==> config.mk <==
export PLATFORM = sky130hd
export DESIGN_NAME = if_stage
export DESIGN_NICKNAME = d
export VERILOG_FILES = /design/src/rtl/if_stage.sv
export SDC_FILE = /design/constraint.sdc
export NUM_CORES = 2
export LEC_CHECK = 0
export CORE_MARGIN = 10
export CORE_UTILIZATION = 54
export DETAILED_ROUTE_END_ITERATION = 10
export GPL_TIMING_DRIVEN = 0
export PLACE_DENSITY = 0.7
export SLEW_MARGIN = 20
export SYNTH_ARGS = -nofsm -noshare
export SYNTH_HDL_FRONTEND = slang
export SYNTH_SLANG_ARGS = --single-unit
==> constraint.sdc <==
create_clock -name clk -period 160.4 [get_ports clk]
set_clock_uncertainty 0.05 [all_clocks]
set_input_delay 40.1 -clock clk [delete_from_list [all_inputs] [get_ports clk]]
set_output_delay 40.1 -clock clk [all_outputs]
set_load 0.01 [all_outputs]
==> src/rtl/if_stage.sv <==
// Instruction fetch stage: PC sequencing, one-entry hold buffer, redirect drop of in-flight fetches, direct-mapped BTB.
// Outputs are combinational from state and imem_ack; stall parks one fetched instruction in the hold buffer.
package if_stage_pkg;
    typedef struct packed {
        logic [31:0] pc;
        logic [31:0] inst;
        logic        valid;
        logic [31:0] predicted_pc;
        logic        prediction_valid;
    } if_id_reg_t;
endpackage

module if_stage
    import if_stage_pkg::*;
#(
    parameter logic [31:0] RESET_PC    = 32'h0000_0000,
    parameter int          BTB_ENTRIES = 16
) (
    input  logic        clk,
    input  logic        rst,
    input  logic        stall,
    input  logic        ex_redirect,
    input  logic [31:0] ex_target,
    input  logic        branch_redirect_id,
    input  logic [31:0] branch_target_id,
    input  logic        bp_update_en,
    input  logic [31:0] bp_update_pc,
    input  logic [31:0] bp_update_target,
    input  logic        bp_update_taken,
    output logic        imem_req,
    output logic [31:0] imem_addr,
    input  logic        imem_ack,
    input  logic [31:0] imem_rdata,
    output if_id_reg_t  if_id_next
);
    localparam int IW = $clog2(BTB_ENTRIES);
    localparam int TW = 30 - IW;

    typedef enum logic [1:0] {S_REQ, S_HOLD, S_DROP} state_t;

    state_t      state_q, state_d;
    logic [31:0] pc_q, pc_d;
    logic [31:0] drop_addr_q, drop_addr_d;
    if_id_reg_t  hold_q, hold_d;

    logic [BTB_ENTRIES-1:0] btb_vld_q, btb_vld_d;
    logic [TW-1:0]          btb_tag_q [BTB_ENTRIES];
    logic [TW-1:0]          btb_tag_d [BTB_ENTRIES];
    logic [31:0]            btb_tgt_q [BTB_ENTRIES];
    logic [31:0]            btb_tgt_d [BTB_ENTRIES];
    logic [1:0]             btb_ctr_q [BTB_ENTRIES];
    logic [1:0]             btb_ctr_d [BTB_ENTRIES];

    logic [IW-1:0] lk_idx, up_idx;
    logic [TW-1:0] lk_tag, up_tag;
    logic          pred_taken, up_hit, redirect;
    logic [31:0]   next_pc, redir_tgt;
    if_id_reg_t    fetched;
    logic          unused_bits;

    assign unused_bits = ^bp_update_pc[1:0];

    // Lookup reads the registered array, so a same-cycle update is never visible.
    always_comb begin
        lk_idx     = pc_q[IW+1:2];
        lk_tag     = pc_q[31:IW+2];
        pred_taken = btb_vld_q[lk_idx] && (btb_tag_q[lk_idx] == lk_tag) && btb_ctr_q[lk_idx][1];
        next_pc    = pred_taken ? btb_tgt_q[lk_idx] : pc_q + 32'd4;
        fetched                  = '0;
        fetched.pc               = pc_q;
        fetched.inst             = imem_rdata;
        fetched.valid            = 1'b1;
        fetched.predicted_pc     = pred_taken ? btb_tgt_q[lk_idx] : 32'd0;
        fetched.prediction_valid = pred_taken;
        redirect  = ex_redirect || branch_redirect_id;
        redir_tgt = ex_redirect ? ex_target : branch_target_id;
    end

    always_comb begin
        state_d     = state_q;
        pc_d        = pc_q;
        drop_addr_d = drop_addr_q;
        hold_d      = hold_q;
        imem_req    = 1'b0;
        imem_addr   = {pc_q[31:2], 2'b00};
        if_id_next  = '0;
        case (state_q)
            S_REQ: begin
                imem_req = 1'b1;
                if (redirect) begin
                    pc_d = redir_tgt;
                    if (!imem_ack) begin
                        drop_addr_d = pc_q;
                        state_d     = S_DROP;
                    end
                end else if (imem_ack) begin
                    pc_d = next_pc;
                    if (stall) begin
                        hold_d  = fetched;
                        state_d = S_HOLD;
                    end else begin
                        if_id_next = fetched;
                    end
                end
            end
            S_HOLD: begin
                if (redirect) begin
                    pc_d    = redir_tgt;
                    hold_d  = '0;
                    state_d = S_REQ;
                end else if (!stall) begin
                    if_id_next = hold_q;
                    hold_d     = '0;
                    state_d    = S_REQ;
                end
            end
            S_DROP: begin
                // The abandoned request must keep its address until memory answers it.
                imem_req  = 1'b1;
                imem_addr = {drop_addr_q[31:2], 2'b00};
                if (redirect) pc_d = redir_tgt;
                if (imem_ack) state_d = S_REQ;
            end
            default: state_d = S_REQ;
        endcase
        if (rst) begin
            imem_req   = 1'b0;
            if_id_next = '0;
        end
    end

    always_comb begin
        up_idx    = bp_update_pc[IW+1:2];
        up_tag    = bp_update_pc[31:IW+2];
        up_hit    = btb_vld_q[up_idx] && (btb_tag_q[up_idx] == up_tag);
        btb_vld_d = btb_vld_q;
        btb_tag_d = btb_tag_q;
        btb_tgt_d = btb_tgt_q;
        btb_ctr_d = btb_ctr_q;
        if (bp_update_en) begin
            if (up_hit) begin
                if (bp_update_taken) begin
                    if (btb_ctr_q[up_idx] != 2'b11) btb_ctr_d[up_idx] = btb_ctr_q[up_idx] + 2'd1;
                    btb_tgt_d[up_idx] = bp_update_target;
                end else if (btb_ctr_q[up_idx] != 2'b00) begin
                    btb_ctr_d[up_idx] = btb_ctr_q[up_idx] - 2'd1;
                end
            end else if (bp_update_taken) begin
                btb_vld_d[up_idx] = 1'b1;
                btb_tag_d[up_idx] = up_tag;
                btb_tgt_d[up_idx] = bp_update_target;
                btb_ctr_d[up_idx] = 2'b10;
            end
        end
    end

    always_ff @(posedge clk or posedge rst) begin
        if (rst) begin
            state_q     <= S_REQ;
            pc_q        <= RESET_PC;
            drop_addr_q <= '0;
            hold_q      <= '0;
            btb_vld_q   <= '0;
            for (int i = 0; i < BTB_ENTRIES; i++) begin
                btb_tag_q[i] <= '0;
                btb_tgt_q[i] <= '0;
                btb_ctr_q[i] <= 2'b01;
            end
        end else begin
            state_q     <= state_d;
            pc_q        <= pc_d;
            drop_addr_q <= drop_addr_d;
            hold_q      <= hold_d;
            btb_vld_q   <= btb_vld_d;
            btb_tag_q   <= btb_tag_d;
            btb_tgt_q   <= btb_tgt_d;
            btb_ctr_q   <= btb_ctr_d;
        end
    end
endmodule

==> results.toml <==
[yosys]
synthDominantCellAreaShare_pct = 48.0
yosysMostFrequentCell = "dfrtp_1"
ys_types = 74
synth.avg_cell_area_um2 = 13.0
syn_area_um2 = 58500
netlist_top_cells_count = "dfrtp_1 (1122), nand2_1 (735), mux2_2 (605), mux4_2 (376), clkbuf_1 (259)"
muxShareOfSynthArea_pct = 33.0
synth_compound_area_share_pct = 5.30
ys.flop_type = "dfrtp_1"
synth-xor-area-share_pct = 1.11
synth_seq_cells = 1138
synth-simple-area-share_pct = 8.18
synth_top_area_cell = "dfrtp_1"
synthCells = 4481
yosysWarnings = 0
synth_edf_count = 0
yosys.area_share.adder_pct = 0.128
ys_top_cells_by_area = "dfrtp_1 (48%), mux4_2 (14%), mux2_2 (12%), nand2_1 (4.7%), mux2_4 (4.4%)"
async_flop_share_pct = 100
ys_seq_area_share_pct = 48.7
synth_top_family_by_area = "multiplexers"

[power]
power.leakage_nw = 30.1
p_sw_uw = 393
p_sw_share_pct = 35.9
combinationalPowerShare_pct = 37.6
power.internal_uw = 702
p_total_mw = 1.10
ir_drop_v = 0.0000111
power_density_nw_per_um2 = 16.2
pwr-share-seq_pct = 35.5
pwr-share-clk_pct = 26.9

[detailed_routing]
drc_errors = 0
drt-total-wl_um = 201000
drt_iter0_markers = 5204
routedWlPerCell_um = 31.3
dr.pass1.iters = 6
postRouteAntennaNets = 0
viasPerCell = 6.59
vias = 42300

[clock_network]
holdBufCountCts = 0
root_buffer = "clkbuf_16"
cts_buffer_depth = 3
h-tree-depth = 3
numCtsBuffers = 121
cts_sinks = 1138
cts_tree = "built"
clk_latency_ps = 760
cts-resized-gates = 0
path_clk_slew_ps = 60
post-cts-setup-buffer-count = 0

[die]
dieWidth_um = 349
num_rows = 120
initial_core_util_pct = 54.5
die_y_um = 349
ios = 299
core-area_um2 = 107000
die-area_um2 = 122000

[worst_setup_path]
path_max_fanout = 10
critPathSlowestCell = "nor3b_1"
path_class = "in2out"
cp-end-kind = "output port"
worstPathBufferInverterCount = 5
critPathTopFamily = "buffers and inverters"
max_stage_delay_ps = 740
cp-start-kind = "input pin"
cp_data_arrival_time_ps = 44210
path_common_cell = "clkbuf_1"
path_cells = "clkdlybuf4s50_1 -> or2_2 -> clkbuf_1 -> nor3b_1 -> clkbuf_1 -> clkbuf_1 -> a32oi_1 -> nor2_1 -> clkdlybuf4s50_1"
critical_path_required_ps = 120250

[timing]
setup_tns_ps = 0
worstMarginPinSlew_ps = 1250
min_period_ps = 84360
drv_slew = 0
whs_ps = 419
post-route-period-util_pct = 52.6
setup_ws_ps = 76040
rsz0062_at_grt = "false"
setup_viol = 0
max_freq_ghz = 0.0119
slew_headroom_pct = 16.2
hold_viol_final = 0

[layout]
seq_area_um2 = 28500
fillers = 8176
final_util_pct = 63.1
finish.net_count = 5079
multiInputGateArea_um2 = 27900
drive_above_1_share_pct = 31.0
area_delta_synth_final_pct = 15.8

[placement]
dp_slack_ps = 76240
hpwlAfterDp_um = 139000
portBuffers = 285
gp_congestion = 0.963

[grt]
grt_max_degree = 104
grt_pass1_wl_um = 293000
grt_overflow = 0
grt_pass1_vias = 42900
grt_antenna_before_repair = 12
grtUsageTotal_pct = 32.6

[min_path]
hp-class = "reg2reg"

[run_status]
status = "finished clean"

[flow_run]
maxCapViolCount = 0
[tightest hold or removal path, delay by kind of cell, from the launching register on]
family	cells	cell delay (ps)
AND/OR/NAND/NOR	2	100
flip-flops	1	340
[power by group through the flow]
| stage | registers (mW) | logic [mW] | clock network (mW) |
|---|---|---|---|
| CTS | 0.387 | 0.404 | 0.295 |
| detailed placement | 0.391 | 0.403 | 0 |
| global route | 0.395 | 0.427 | 0.307 |
| global placement | 0.391 | 0.396 | 0 |
| floorplan | 0.381 | 0.261 | 0 |
| finish | 0.389 | 0.412 | 0.294 |
[cell families (layout without fill, tap and decap cells)]
logic type | Yosys count | in the layout
buffers and inverters | 455 | 982
XOR/XNOR | 74 | 74
flip-flops | 1138 | 1138
AND/OR/NAND/NOR | 1100 | 1100
adder cells (fa/ha/maj) | 6 | 6
multiplexers | 1294 | 1294
other | 1 | 8
AO/OA/AOI/OAI | 413 | 413
[final timing paths]
path	depth (start not counted)	slack, ps	endpoint	start
min in group asynchronous	2	39720	hold_q[52]	rst
worst min register to register	2	420	btb_tgt_q[391]	btb_tgt_q[391]
worst max register to register	13	153990	pc_q[4]	pc_q[3]
worst max-delay path	9	76040	if_id_next[4]	branch_redirect_id
worst min-delay path	2	420	btb_tgt_q[391]	btb_tgt_q[391]
max in group asynchronous	6	118350	btb_ctr_q[26]	rst
[routing by layer]
metal | vias to the layer above | GRT usage (%) | share of wire, %
met2 | 2372 | 49.9 | 46
met5 | - | 0 | 0.050
met1 | 22100 | 42.8 | 38
met3 | 585 | 8.77 | 10
met4 | 14 | 16.4 | 5.7
li1 | 17200 | - | -
[metrics by stage]
stage          instances  cell area, um2
3_3_place_gp        6170           63100
5_1_grt             6413           67700
6_report            6418           67700
4_1_cts             6412           67700
3_5_place_dp        6185           63500
2_1_floorplan       4482           58500
[layout by cell type, fill, tap and decap left out, types with 18 or more instances in the layout]
| cell | instances |
|---|---|
| a21oi_1 | 33 |
| mux2_4 | 171 |
| mux2i_1 | 142 |
| a22oi_1 | 73 |
| nand3_1 | 33 |
| clkinv_2 | 22 |
| or4_1 | 18 |
| dfrtp_1 | 1122 |
| nand2_1 | 735 |
| clkbuf_16 | 121 |
| o22ai_1 | 18 |
| clkbuf_1 | 280 |
| buf_4 | 18 |
| clkdlybuf4s50_1 | 285 |
| a32oi_1 | 34 |
| o21ai_0 | 56 |
| xnor2_1 | 57 |
| nor3_1 | 41 |
| mux4_2 | 376 |
| clkbuf_8 | 36 |
| buf_2 | 60 |
| nor2_1 | 140 |
| a22o_1 | 112 |
| buf_1 | 34 |
| buf_6 | 29 |
| inv_1 | 47 |
| mux2_2 | 605 |
[flip-flops by register name (all words and copies together), names as in the netlist]
signal       cells
btb_ctr_q       32
state_q          2
btb_vld_q       16
pc_q            32
hold_q          98
drop_addr_q     30
btb_tag_q      416
btb_tgt_q      512
[layout make-up]
cell class                      instances  area share, %
Tap cell                             1403           2.59
Buffer                                404           2.82
Sequential cell                      1138           42.1
Inverter                               51          0.294
Clock inverter                         47          0.863
Timing Repair Buffer                  300           4.72
Antenna cell                            6         0.0222
Multi-Input combinational cell       2889           41.3
Clock buffer                          180           5.33
Note: power is estimated with default switching activity, not from simulation.
